File: src/rtl/pc_ras_pkg.sv
// rtl/pc_ras_pkg.sv - shared definitions for the program counter with return-address stack
package pc_ras_pkg;

   localparam int WRAP_DROP      = 0;
   localparam int WRAP_OVERWRITE = 1;

   typedef enum logic [2:0] {
      OP_RESET,
      OP_JMP,
      OP_CALL,
      OP_RET,
      OP_LOAD,
      OP_INC,
      OP_HOLD
   } pc_op_e;

   // First match wins; call and ret together form a tail jump.
   function automatic pc_op_e pc_decode(input logic reset, input logic call, input logic ret,
                                        input logic load, input logic inc);
      if (!reset)           return OP_RESET;
      else if (call && ret) return OP_JMP;
      else if (call)        return OP_CALL;
      else if (ret)         return OP_RET;
      else if (load)        return OP_LOAD;
      else if (inc)         return OP_INC;
      else                  return OP_HOLD;
   endfunction

endpackage

File: src/rtl/pc_ras_ras_stack.sv
// rtl/pc_ras_ras_stack.sv - circular return-address stack with sticky overflow/underflow
module ras_stack
   import pc_ras_pkg::*;
#(
   parameter int WIDTH = 16,
   parameter int DEPTH = 8,
   parameter int WRAP  = WRAP_DROP
) (
   input  logic                         clk,
   input  logic                         reset,
   input  logic                         push,
   input  logic                         pop,
   input  logic [WIDTH-1:0]             din,
   output logic [WIDTH-1:0]             dout,
   output logic [$clog2(DEPTH+1)-1:0]   depth,
   output logic                         empty,
   output logic                         full,
   output logic                         ovf,
   output logic                         unf
);

   localparam int PW = (DEPTH > 1) ? $clog2(DEPTH) : 1;
   localparam int DW = $clog2(DEPTH+1);

   logic [WIDTH-1:0] mem [DEPTH];
   logic [PW-1:0]    head;
   logic [PW-1:0]    head_nxt;
   logic [PW-1:0]    head_prv;
   logic [DW-1:0]    count;
   logic             wr_en;

   // head points at the next free slot; the newest entry sits just below it
   assign head_nxt = (head == PW'(DEPTH-1)) ? '0 : head + 1'b1;
   assign head_prv = (head == '0) ? PW'(DEPTH-1) : head - 1'b1;

   assign empty = (count == '0);
   assign full  = (count == DW'(DEPTH));
   assign depth = count;
   assign dout  = empty ? '0 : mem[head_prv];

   // When full in overwrite mode head already sits on the oldest entry
   assign wr_en = reset && push && (!full || (WRAP == WRAP_OVERWRITE));

   always_ff @(posedge clk) begin
      if (wr_en)
         mem[head] <= din;
   end

   always_ff @(posedge clk) begin
      if (!reset) begin
         head  <= '0;
         count <= '0;
         ovf   <= 1'b0;
         unf   <= 1'b0;
      end else if (push) begin
         if (!full) begin
            head  <= head_nxt;
            count <= count + 1'b1;
         end else if (WRAP == WRAP_OVERWRITE) begin
            head  <= head_nxt;
         end else begin
            ovf   <= 1'b1;
         end
      end else if (pop) begin
         if (!empty) begin
            head  <= head_prv;
            count <= count - 1'b1;
         end else begin
            unf   <= 1'b1;
         end
      end
   end

endmodule

File: src/rtl/pc_ras.sv
// rtl/pc_ras.sv - program counter with integrated call/return address stack
module pc_ras
   import pc_ras_pkg::*;
#(
   parameter int WIDTH        = 16,
   parameter int DEPTH        = 8,
   parameter int STEP         = 1,
   parameter int RESET_VECTOR = 0,
   parameter int WRAP         = WRAP_DROP
) (
   input  logic                         clk,
   input  logic                         reset,
   input  logic [WIDTH-1:0]             in,
   input  logic                         load,
   input  logic                         inc,
   input  logic                         call,
   input  logic                         ret,
   output logic [WIDTH-1:0]             out,
   output logic [WIDTH-1:0]             top,
   output logic [$clog2(DEPTH+1)-1:0]   depth,
   output logic                         empty,
   output logic                         full,
   output logic                         overflow,
   output logic                         underflow
);

   pc_op_e           op;
   logic [WIDTH-1:0] next_seq;

   assign op       = pc_decode(reset, call, ret, load, inc);
   assign next_seq = out + WIDTH'(STEP);

   ras_stack #(
      .WIDTH (WIDTH),
      .DEPTH (DEPTH),
      .WRAP  (WRAP)
   ) u_stack (
      .clk   (clk),
      .reset (reset),
      .push  (op == OP_CALL),
      .pop   (op == OP_RET),
      .din   (next_seq),
      .dout  (top),
      .depth (depth),
      .empty (empty),
      .full  (full),
      .ovf   (overflow),
      .unf   (underflow)
   );

   always_ff @(posedge clk) begin
      case (op)
         OP_RESET: out <= WIDTH'(RESET_VECTOR);
         OP_JMP:   out <= in;
         OP_CALL:  out <= in;
         OP_RET:   if (!empty) out <= top;
         OP_LOAD:  out <= in;
         OP_INC:   out <= next_seq;
         default:  out <= out;
      endcase
   end

endmodule

File: config.mk
export PLATFORM = sky130hd
export DESIGN_NAME = pc_ras
export DESIGN_NICKNAME = d
export VERILOG_FILES = /design/src/rtl/pc_ras_pkg.sv /design/src/rtl/pc_ras_ras_stack.sv /design/src/rtl/pc_ras.sv
export SDC_FILE = /design/constraint.sdc
export NUM_CORES = 1
export LEC_CHECK = 0
export BUFFER_PORTS_ARGS = -buffer_cell sky130_fd_sc_hd__buf_2
export CAP_MARGIN = 5
export CORE_MARGIN = 10
export CORE_UTILIZATION = 60
export CTS_BUF_LIST = sky130_fd_sc_hd__clkbuf_8
export CTS_CLUSTER_SIZE = 10
export DETAILED_ROUTE_END_ITERATION = 12
export PLACE_DENSITY = 0.82
export SYNTH_ARGS = -nofsm -noshare
export SYNTH_HDL_FRONTEND = slang
export SYNTH_SLANG_ARGS = --single-unit
File: constraint.sdc
create_clock -name clk -period 7.24 [get_ports clk]
set_input_delay 1.448 -clock clk [delete_from_list [all_inputs] [get_ports clk]]
set_output_delay 1.448 -clock clk [all_outputs]
set_load 0.05 [all_outputs]
==> run_results.csv <==
group,metric,value,unit
worst_setup_path,crit_top_cell,"ha_1",
floorplan,fp.dieW,126,um
worst_setup_path,r2r_cells,9,
timing,setup_tns,0,ps
worst_setup_path,r2r_end,"out[14]$_DFFE_PP_",
global_route,grt_use_met2,34.6,%
status,outcome,"finished clean",
worst_setup_path,required,5790,ps
timing,skew,10.4,ps
logic_synthesis,avgSynthCellArea,13.6,sq um
clock_tree,hold_buffers,0,
logic_synthesis,synth_area_leaders,"edfxtp_1 64%, a211oi_1 4.1%, nand2_1 3.6%, and3b_1 3.1%, mux2i_1 3.0%",
global_route,met3_usage,6.00,%
placement,dpl_cell_area,7200,sq um
worst_setup_path,critPathMaxFanout,35,
power,p_leak,2.98,nW
detailed_routing,antenna_left,0,
clock_tree,clk_latency,460,ps
detailed_routing,drc_errors,0,
worst_hold_path,hold_class,"reg2reg",
worst_setup_path,crit_path_end_kind,"output pin",
final_layout,drive_above_1_share,19.4,%
timing,period_minus_slack,5870,ps
final_layout,area_growth,11.9,%
logic_synthesis,ys_seq_elements,153,
detailed_routing,drt_iter0_markers,605,
global_route,grt_busiest_layer,"met2",
timing,grt_setup_unrepaired,"false",
final_layout,design_area,7560,sq um
logic_synthesis,syn_nets,526,
logic_synthesis,yosys.area.top_type_share,64.0,%
global_route,grt_pass1_vias,4753,
detailed_routing,via_per_inst,6.49,
timing,finalCritPeriodShare,81.1,%
global_route,grt_max_degree,36,
worst_setup_path,critPathTopFamily,"flip-flops",
worst_setup_path,path_buf_inv,3,
final_layout,final_nets,593,
global_route,groute.usage.overall,21.5,%
power,finalPower,2.55,mW
final_layout,n_antenna_cell,0,
flow_run,maxCapViolations,0,
timing,setup_ws,1370,ps
timing,finalHoldViolCount,0,
timing,setup_viol,0,
worst_setup_path,crit_path_end,"top[14]",
logic_synthesis,ys_seq_area_share,66.6,%
floorplan,start_util,61.8,%
worst_setup_path,crit_chain,"inv_1, ha_1, ha_1, nand2b_2, buf_4, mux2i_1, a211oi_1, and2_1, buf_2",
clock_tree,cts_buffers,17,
floorplan,die-area,15900,sq um
logic_synthesis,syn-cell-area,6760,sq um
floorplan,die_h,126,um
clock_tree,clock-sinks,153,
global_route,grt_antenna_before_repair,0,
timing,worst_pin_slew,1130,ps
floorplan,fp.coreArea,10900,sq um
logic_synthesis,synth_edf_count,144,
worst_setup_path,crit_path_top_delay_cell,"dfxtp_1",
power,powerDensity,337,nW/um^2
clock_tree,cts_buffer_depth,2,
logic_synthesis,synthesis.instances,497,
timing,worst_slew_margin_rel,24.4,%
logic_synthesis,yosys_most_used_dff,"edfxtp_1",
worst_setup_path,crit_path_max_incr_delay,940,ps
clock_tree,clk_pin_slew,80,ps
logic_synthesis,ys_warn_count,0,
clock_tree,cts_resized,0,
worst_setup_path,r2r_start,"u_stack.head[0]$_SDFFE_PN0P_",
logic_synthesis,async_reset_ff_share,0,%
logic_synthesis,synth_largest_area_cell,"edfxtp_1",
power,peakVddDrop,250,uV
global_route,grt_pass1_wl,26.3,mm
detailed_routing,drt_first_pass_iters,5,
logic_synthesis,synthDistinctLibCells,42,
floorplan,row_count,38,
worst_setup_path,arrival,4420,ps
floorplan,ioPinCount,62,
global_route,grt_overflow,0,
global_route,use_met1,27.0,%
placement,portBuffers,61,
clock_tree,clock-root-buffer,"clkbuf_8",
timing,max_freq,170,MHz
clock_tree,cts_tree,"done",
detailed_routing,vias,4654,
worst_setup_path,critPathLaunch,"u_stack.head[0]$_SDFFE_PN0P_",
placement,place_hpwl,11.6,mm
detailed_routing,drt-wirelength-per-cell,24.3,um
worst_setup_path,start_kind,"flip-flop",
clock_tree,cts_setup_buffers,0,
placement,place_ws,1900,ps
placement,gp_congestion,0.874,
clock_tree,cts.htree.levels,4,
timing,drv_slew,0,
worst_setup_path,critical_path_depth,9,
worst_setup_path,rrSetupSlack,3020,ps
worst_setup_path,crit_type,"reg2out",
detailed_routing,wl,17.4,mm
## worst register-to-register path: stages (launching register included)
cell,delay [ps]
dfxtp_1,940
inv_1,210
ha_1,260
ha_1,460
nand2b_2,670
buf_4,470
a211oi_1,350
a211oi_1,110
and3_1,250
a221o_1,260
## state kept, by name, summed over array words and instances, names as in the netlist
signal / cells
out: 16
u_stack.depth: 4
u_stack.mem: 128
u_stack.head: 3
u_stack.ovf: 1
u_stack.unf: 1
## layout make-up
| class | count | area (sq um) |
|---|---|---|
| flip-flops and latches | 153 | 4500 |
| well taps | 140 | 175 |
| multi-input cells | 306 | 2060 |
| fillers | 777 | 3370 |
| clock inverters | 15 | 135 |
| inverters | 11 | 41.3 |
| repair buffers | 75 | 410 |
| clock buffers | 17 | 234 |
## worst min path at each step
stage,to,slack (ps),depth (start not counted),startpoint
2_1_floorplan,u_stack.head[2]$_SDFFE_PN0P_,540,2,u_stack.head[2]$_SDFFE_PN0P_
3_3_place_gp,u_stack.ovf$_SDFFE_PN0P_,450,2,u_stack.ovf$_SDFFE_PN0P_
3_5_place_dp,u_stack.unf$_SDFFE_PN0P_,480,2,u_stack.unf$_SDFFE_PN0P_
4_1_cts,u_stack.unf$_SDFFE_PN0P_,500,2,u_stack.unf$_SDFFE_PN0P_
5_1_grt,u_stack.unf$_SDFFE_PN0P_,540,2,u_stack.unf$_SDFFE_PN0P_
6_report,u_stack.unf$_SDFFE_PN0P_,490,2,u_stack.unf$_SDFFE_PN0P_
## per-layer routing
metal | up-vias | share of wire [%]
met2 | 286 | 48
met1 | 2286 | 40
met4 | 0 | 2.2
li1 | 2036 | -
met5 | - | 0
met3 | 46 | 10
## cell usage after synthesis (all sizes together) (9+ instances only)
library cell,count
edfxtp,144
nand2,64
a211oi,38
and3b,24
buf,21
mux2i,20
nor2,20
a31oi,17
and3,16
a221o,15
and2,13
xnor2,13
nand3,12
inv,10
dfxtp,9
## power by group
group | internal (mW) | leakage, nW | total [mW] | switching [mW]
clock | 0.299 | 0.189 | 0.613 | 0.314
sequential | 1.05 | 1.43 | 1.10 | 0.0532
combinational | 0.219 | 1.36 | 0.839 | 0.620
## metrics by stage
| stage | cells | hold WS [ps] | utilization (%) |
|---|---|---|---|
| after global placement | 685 | 449 | 65.8 |
| after floorplan | 497 | 542 | - |
| after global routing | 717 | 538 | 69.2 |
| after detailed placement | 685 | 478 | 65.8 |
| final | 717 | 493 | 69.2 |
| after CTS | 717 | 497 | 69.2 |
## placed cells by master, fill, tap and decap left out, types with 3 or more instances in the layout
master,n
inv_1,11
edfxtp_1,144
nand2_1,64
a221o_1,15
nor2b_1,7
and3b_1,24
nor3_1,3
nor3_2,3
ha_1,7
and3_1,16
a31oi_1,17
clkinv_2,4
clkbuf_8,17
and2_1,13
a21oi_1,7
nand3_1,12
buf_4,14
buf_2,61
a211oi_1,37
mux2i_1,20
nor2_1,20
a32oi_1,3
o21ai_0,3
xnor2_1,13
clkinv_1,3
xor2_1,5
clkinvlp_4,3
dfxtp_1,9
## cells by family (layout without fill, tap and decap cells)
kind of cell               count (synthesis)  count (layout)  share of synthesized area, %
AOI/OAI and AO/OA                         88              88                          9.90
xor gates and xnor gates                  18              18                          2.33
adders and majority gates                  7               7                          1.30
buffers and inverters                     38             118                          3.18
DFF                                      153             153                          66.6
muxes                                     20              20                          2.96
and+or+nand+nor                          173             173                          13.7
Power figures use the tool's default switching activity.
